`config.mk`:
```
export PLATFORM = sky130hd
export DESIGN_NAME = ysyx_22050058_ifetch_resp
export DESIGN_NICKNAME = d
export VERILOG_FILES = /design/src/rtl/ysyx_22050058_ifetch_resp.sv
export SDC_FILE = /design/constraint.sdc
export NUM_CORES = 1
export LEC_CHECK = 0
export CORE_MARGIN = 5
export CORE_UTILIZATION = 32
export DETAILED_ROUTE_END_ITERATION = 8
export MAX_ROUTING_LAYER = met4
export SLEW_MARGIN = 20
export SYNTH_ARGS = -nofsm -noshare
export SYNTH_HDL_FRONTEND = slang
export SYNTH_SLANG_ARGS = --single-unit
```
`constraint.sdc`:
```
create_clock -name clk -period 3.9 [get_ports clk]
set_clock_uncertainty 0.2 [all_clocks]
set_input_delay 0.78 -clock clk [delete_from_list [all_inputs] [get_ports clk]]
set_output_delay 0.78 -clock clk [all_outputs]
set_load 0.02 [all_outputs]
```
`src/rtl/ysyx_22050058_ifetch_resp.sv`:
```
// Instruction-fetch line buffer: one line of LINE_WORDS instructions, refilled word by word on a miss.
// Latency: hits return in the same cycle; a zero-wait refill stalls fetch for 2*LINE_WORDS+1 cycles.
// Backpressure: holds the request valid/address while mem_req_ready_i is low and waits in RESP for data.
//
// Ports:
//   clk, rst                 clock and synchronous active-low reset
//   if_ce_i, if_pc_i         fetch enable and fetch address from the PC register
//   if_inst_o                instruction to IF-ID (NOP while stalling, 0 when fetch is disabled)
//   if_stall_req_o           stall request to the control block
//   flush_i                  invalidate the line buffer
//   mem_req_valid_o/addr_o   registered word-read request, held until mem_req_ready_i
//   mem_resp_valid_i/data_i  read response, one word per accepted request
module ysyx_22050058_ifetch_resp #(
   parameter int LINE_WORDS = 4
) (
   input  logic        clk,
   input  logic        rst,
   input  logic        if_ce_i,
   input  logic [63:0] if_pc_i,
   output logic [31:0] if_inst_o,
   output logic        if_stall_req_o,
   input  logic        flush_i,
   output logic        mem_req_valid_o,
   output logic [63:0] mem_req_addr_o,
   input  logic        mem_req_ready_i,
   input  logic        mem_resp_valid_i,
   input  logic [31:0] mem_resp_data_i
);

   localparam int KW  = $clog2(LINE_WORDS);
   localparam int OFS = KW + 2;
   localparam int TW  = 64 - OFS;
   localparam logic [31:0] NOP = 32'h0000_0013;

   typedef enum logic [1:0] {IDLE, REQ, RESP} state_t;

   state_t          state;
   state_t          state_nxt;
   logic            line_valid;
   logic [TW-1:0]   line_tag;
   logic [TW-1:0]   rtag;
   logic [31:0]     data [LINE_WORDS];
   logic [KW-1:0]   k;
   logic [KW-1:0]   k_nxt;
   logic            discard;
   logic [TW-1:0]   pc_tag;
   logic [KW-1:0]   pc_idx;
   logic            hit;
   logic            miss;
   logic            last_word;
   logic            unused_pc_bits;

   assign pc_tag         = if_pc_i[63:OFS];
   assign pc_idx         = if_pc_i[OFS-1:2];
   assign k_nxt          = k + KW'(1);
   assign last_word      = (k == KW'(LINE_WORDS - 1));
   // Instruction addresses are word aligned; the byte offset carries no information.
   assign unused_pc_bits = ^if_pc_i[1:0];

   // State register
   always_ff @(posedge clk) begin
      if (!rst) begin
         state <= IDLE;
      end else begin
         state <= state_nxt;
      end
   end

   // Next-state logic
   always_comb begin
      state_nxt = state;
      case (state)
         IDLE:    if (miss) state_nxt = REQ;
         REQ:     if (mem_req_ready_i) state_nxt = RESP;
         RESP:    if (mem_resp_valid_i) state_nxt = last_word ? IDLE : REQ;
         default: state_nxt = IDLE;
      endcase
   end

   // Fetch-side outputs. Hits are only served from IDLE so a line being
   // rewritten (or a stale tag during refill) can never be returned.
   always_comb begin
      hit            = if_ce_i && line_valid && (line_tag == pc_tag) && (state == IDLE);
      miss           = if_ce_i && !hit;
      if_stall_req_o = miss;
      if_inst_o      = 32'h0;
      if (hit) begin
         if_inst_o = data[pc_idx];
      end else if (if_ce_i) begin
         if_inst_o = NOP;
      end
   end

   // Line bookkeeping and registered memory request
   always_ff @(posedge clk) begin
      if (!rst) begin
         line_valid      <= 1'b0;
         line_tag        <= '0;
         rtag            <= '0;
         k               <= '0;
         discard         <= 1'b0;
         mem_req_valid_o <= 1'b0;
         mem_req_addr_o  <= '0;
      end else begin
         case (state)
            IDLE: begin
               if (flush_i) line_valid <= 1'b0;
               if (miss) begin
                  // Invalidate up front: the array is overwritten word by word.
                  line_valid      <= 1'b0;
                  rtag            <= pc_tag;
                  k               <= '0;
                  discard         <= 1'b0;
                  mem_req_valid_o <= 1'b1;
                  mem_req_addr_o  <= {pc_tag, {KW{1'b0}}, 2'b00};
               end
            end
            REQ: begin
               if (flush_i) discard <= 1'b1;
               if (mem_req_ready_i) mem_req_valid_o <= 1'b0;
            end
            RESP: begin
               if (flush_i) discard <= 1'b1;
               if (mem_resp_valid_i) begin
                  if (last_word) begin
                     line_tag   <= rtag;
                     // A flush arriving with the final word must still win.
                     line_valid <= !(discard || flush_i);
                  end else begin
                     k               <= k_nxt;
                     mem_req_valid_o <= 1'b1;
                     mem_req_addr_o  <= {rtag, k_nxt, 2'b00};
                  end
               end
            end
            default: ;
         endcase
      end
   end

   // Instruction storage (no reset needed; guarded by line_valid)
   always_ff @(posedge clk) begin
      if (rst && (state == RESP) && mem_resp_valid_i) begin
         data[k] <= mem_resp_data_i;
      end
   end

endmodule

```
; After elaboration in Yosys (flattened, before gate mapping)
; Memories as Yosys holds them, arrays and structs flattened.
; Index checks and enable logic that the tools add are counted.
[classes]
n_eq_ne = 11
muxes = 30
addsub = 1
reduce_logical = 21
[ops]
columns = operator, n
row1 = 64-bit two-way mux, 3
row2 = 64-bit one-hot mux with 2 select lines, 1
row3 = 60-bit == test, 1
row4 = 32-bit two-way mux, 1
row5 = 1-bit two-way mux, 13
row6 = 2-bit two-way mux, 6
row7 = "2-bit != test, second input constant", 5
row8 = 3-bit AND reduction, 3
row9 = 4-bit AND reduction, 2
row10 = 1-bit logical AND, 6
row11 = 2-bit one-hot mux with 3 select lines, 1
row12 = 5-bit two-way mux, 1
row13 = 5-bit AND reduction, 1
row14 = "2-bit == test, second input constant", 2
row15 = 1-bit one-hot mux with 2 select lines, 2
row16 = 2-bit one-hot mux with 2 select lines, 1
row17 = 2-bit nonzero test, 2
row18 = "3-bit != test, second input constant", 1
row19 = 1-bit one-hot mux with 3 select lines, 1
row20 = 3-bit nonzero test, 1
row21 = "2-bit by 1-bit adder with 2-bit output, second input constant", 1
row22 = "2-bit by 1-bit == test with 1-bit output, second input constant", 1
row23 = 1-bit logical NOT, 2
row24 = 2-bit logical NOT, 1
row25 = other kinds (4), 4
[word_totals]
n_memories = 1
input_bits = 102
out_inout_bits = 98
regBits = 191
ramBits = 128
word_cells = 72
[mem_list]
columns = name, depth, width, read_ports, rd_clocked_by_memory_dff, write_ports, line_no
row1 = data, 4, 32, 1, 0, 1, 42  ; logic [31:0] data [LINE_WORDS];

; Longest topological paths before layout
[logic_depth]
depth_word = 7
ltp_mapped = 11
mapped_depth_nobuf = 9

; Worst setup path before layout
; OpenSTA, ideal clock, no wires.
[synth_path]
kind = input to output
startpoint = in if_pc_i[32]
endpoint = out if_inst_o[0]
n_path_buf = 1
slack_ns = 0.337
arrival_ns = 2.583
required_ns = 2.920
stages = 7
path_cell_list = and2b_1 -> a2111o_1 -> nor4_2 -> and4_2 -> clkbuf_1 -> nand2_1 -> o21ai_0
[synth_between]
elab_chain_len = 4
[synth_rtl]
columns = item, line_no
row1 = start: declaration, 19  ; input logic [63:0] if_pc_i,
row2 = 60-bit == test, 83  ; hit = if_ce_i && line_valid && (line_tag == pc_tag) && (state == IDLE);
row3 = 1-bit logical AND (2 in series), 83
row4 = 32-bit two-way mux, 87  ; if (hit) begin
row5 = end: declaration, 20  ; output logic [31:0] if_inst_o,
; No other way between the ends.

; Final worst setup path
[layout_path]
startpoint = in if_pc_i[12]
endpoint = out if_inst_o[30]
; The elaborated chain is that of the path after synthesis.

==> impl_metrics.toml <==
[power]
power_density_nw_per_um2 = 548
vdd_drop_max_mv = 0.323
power.leakage_uw = 0.00700

[timing]
final-hold-violation-count = 0
slew_headroom = 0.297
worst_slack_ns = 0.0858
finalCritPeriodShare = 0.978
setup_viol_count_final = 0
slew_viol_final = 0
fmax_ghz = 0.262
min_period_ns = 3.81
whs_ns = 0.255
tightest_slew_ns = 1.05
rsz0062_at_grt = "false"

[global_routing]
antenna_found_initial = 5
grt_overflow_total = 0
grt_max_degree = 244
grt_pass1_wl_mm = 54.1
grt_pass1_vias = 9205
grt.total_usage = 0.151

[run_status]
status = "finished clean"

[critical_path]
worst-path-max-fanout = 7
worstSetupStartpointType = "input pin"
worstPathRequired_ns = 2.92
cp.arrival_ns = 2.83
crit_type = "in2out"
cp-end-kind = "output pin"

[yosys]
ys_seq_area_frac = 0.552
netlist_area_sq_um = 13800
yosys_register_bits = 315
ys_top_cells_by_area = "edfxtp_1, dfxtp_1, mux2i_1"
yosysWarningCount = 0
async_flop_share = 0
synth_top_flop_cell = "dfxtp_1"
yosysTopAreaCell = "edfxtp_1"
synth_top_area_share = 0.279
synthCells = 1156
syn_area_per_cell_sq_um = 11.9
synth_cell_types = 51
synth_edf_count = 128

[cts]
clk_pin_slew_worst_paths_ns = 0.06
htreeDepth = 2
clock-sinks = 315
cts_hold_buf = 0
clock-root-buffer = "clkbuf_16"
cts_tree = "built"
clk_path_buf_depth = 3
insertion_delay_ns = 0.54
cts_buffers = 36

[final_layout]
area_delta_synth_final_pct = 31.1
instances_no_fill = 1970
final_nets = 1503
final_area_sq_um = 18000
post-route-util = 0.422
nFillCells = 4073
drive_above_1_share = 0.213

[place]
placed_cells = 1890
placed_cell_area_sq_um = 16600
place.gp.congestion = 0.750
dp_hpwl_mm = 23.4
portBuffers = 195
place_ws_ns = -0.847

[die]
start_util = 0.321
core-area_sq_um = 42800
die_area_sq_um = 47200
die_h_microns = 217
die_x_microns = 217
num_rows = 76
ioPinCount = 200

[routing]
wl_per_cell_microns = 18.1
dr.pass1.iters = 4
drcViolationCount = 0
via_per_inst = 4.69
drt_wl_total_mm = 35.8
num_vias = 9232
drtIter0Drc = 524
ant_nets = 0

[hold_path]
hold_path_class = "reg2reg"

[run]
drv_cap = 0
## critical path, stage by stage
cell           delay (ns)
dlygate4sd2_1        0.29
xnor2_2              0.19
buf_4                0.14
nand4_1              0.17
nor4_4               0.35
and4_4               0.34
buf_6                0.14
buf_4                0.13
and3_1               0.15
buf_4                0.14
## through the flow
step | TNS [ns] | power [uW]
floorplan | 0 | 5810
global placement | -41.12 | 6740
detailed placement | -41.59 | 6770
CTS | -0.00279 | 10000
global route | 0 | 10300
finish | 0 | 9880
## synthesized netlist by cell type, types with 2 or more instances
cell,number
xnor2_1,52
and2_1,5
buf_1,4
or2b_2,4
o211ai_1,2
and3_1,31
edfxtp_1,128
clkbuf_1,57
buf_12,6
nand4_1,12
mux2_2,57
dfxtp_1,187
buf_4,3
inv_1,14
mux4_2,32
o22ai_1,2
nor4_1,3
nand2b_1,5
o21ai_0,9
a21oi_1,2
mux2i_1,124
ha_1,9
a21boi_0,60
buf_6,7
nor2b_1,61
o2111ai_1,2
nand2_1,250
nand3_1,5
## state kept, by name, indices dropped and copies added (netlist names)
signal and count:
data 128, mem_req_valid_o 1, state 2, rtag 60, line_tag 60, k 1, mem_req_addr_o 61, line_valid 1
discard 1
## final timing paths
path | from | endpoint | slack, ns | cells past startpoint
worst max-delay path | if_pc_i[12] | if_inst_o[30] | 0.09 | 10
worst max register to register | state[0]$_SDFFE_PN0P_ | mem_req_addr_o[13]$_SDFFE_PN0P_ | 0.84 | 13
worst min-delay path | mem_req_addr_o[35]$_SDFFE_PN0P_ | mem_req_addr_o[35]$_SDFFE_PN0P_ | 0.26 | 2
worst min register to register | mem_req_addr_o[35]$_SDFFE_PN0P_ | mem_req_addr_o[35]$_SDFFE_PN0P_ | 0.26 | 2
## layout make-up
type	instances	area [sq um]	share of cell area
inverter	15	58.8	0.00326
sequential	315	7590	0.421
antenna	5	12.5	0.000694
timing repair buffer	275	2690	0.149
tap	546	683	0.0379
multi-input combinational	749	5890	0.327
clock inverter	9	82.6	0.00458
clock buffer	56	1030	0.0570
## per-layer routing
metal  up-vias  part of all wire  global-route usage
met5         -                 0                   -
met4         0             0.018              0.0394
met3        45             0.071              0.0405
met2       223              0.47               0.236
met1      4458              0.44               0.198
li1       4506                 -                   -
## cells by family after synthesis
| logic type | after synthesis | share of synthesized area |
|---|---|---|
| xor gates and xnor gates | 52 | 0.0331 |
| muxes | 213 | 0.189 |
| adders and majority gates | 9 | 0.00819 |
| buffers and inverters | 93 | 0.0380 |
| DFF | 315 | 0.552 |
| and+or+nand+nor | 387 | 0.133 |
| AOI/OAI and AO/OA | 86 | 0.0463 |
| other | 1 | 0.000273 |
## report_power, final
part           total [uW]  internal [uW]  switching, uW
logic                2640           1320           1320
clock network        3220           1890           1330
registers            4030           3800            229
total                9880           7010           2870
## layout by cell type, fill, tap and decap left out, drive strengths merged, types with 7 or more instances in the layout
cell type / synthesis / final
dfxtp: 187 / 187
clkdlybuf4s15: 0 / 7
a21boi: 60 / 60
o21ai: 11 / 11
mux2: 57 / 57
dlygate4sd2: 0 / 17
ha: 9 / 9
nand4: 13 / 13
nand2: 250 / 250
xnor2: 52 / 52
dlymetal6s2s: 0 / 19
nor2b: 62 / 62
buf: 20 / 110
clkdlybuf4s50: 0 / 121
mux2i: 124 / 124
and3: 31 / 31
mux4: 32 / 32
edfxtp: 128 / 128
clkbuf: 58 / 57
inv: 15 / 18
## repair_timing
| action | 4_1_cts | 5_1_grt |
|---|---|---|
| gates resized for setup | 201 | 41 |
| cloned | 2 | 0 |
| setup endpoints to repair | 33 | 32 |
| pin swaps | 11 | 17 |
| buffers inserted | 8 | 0 |
Power figures use the tool's default switching activity.
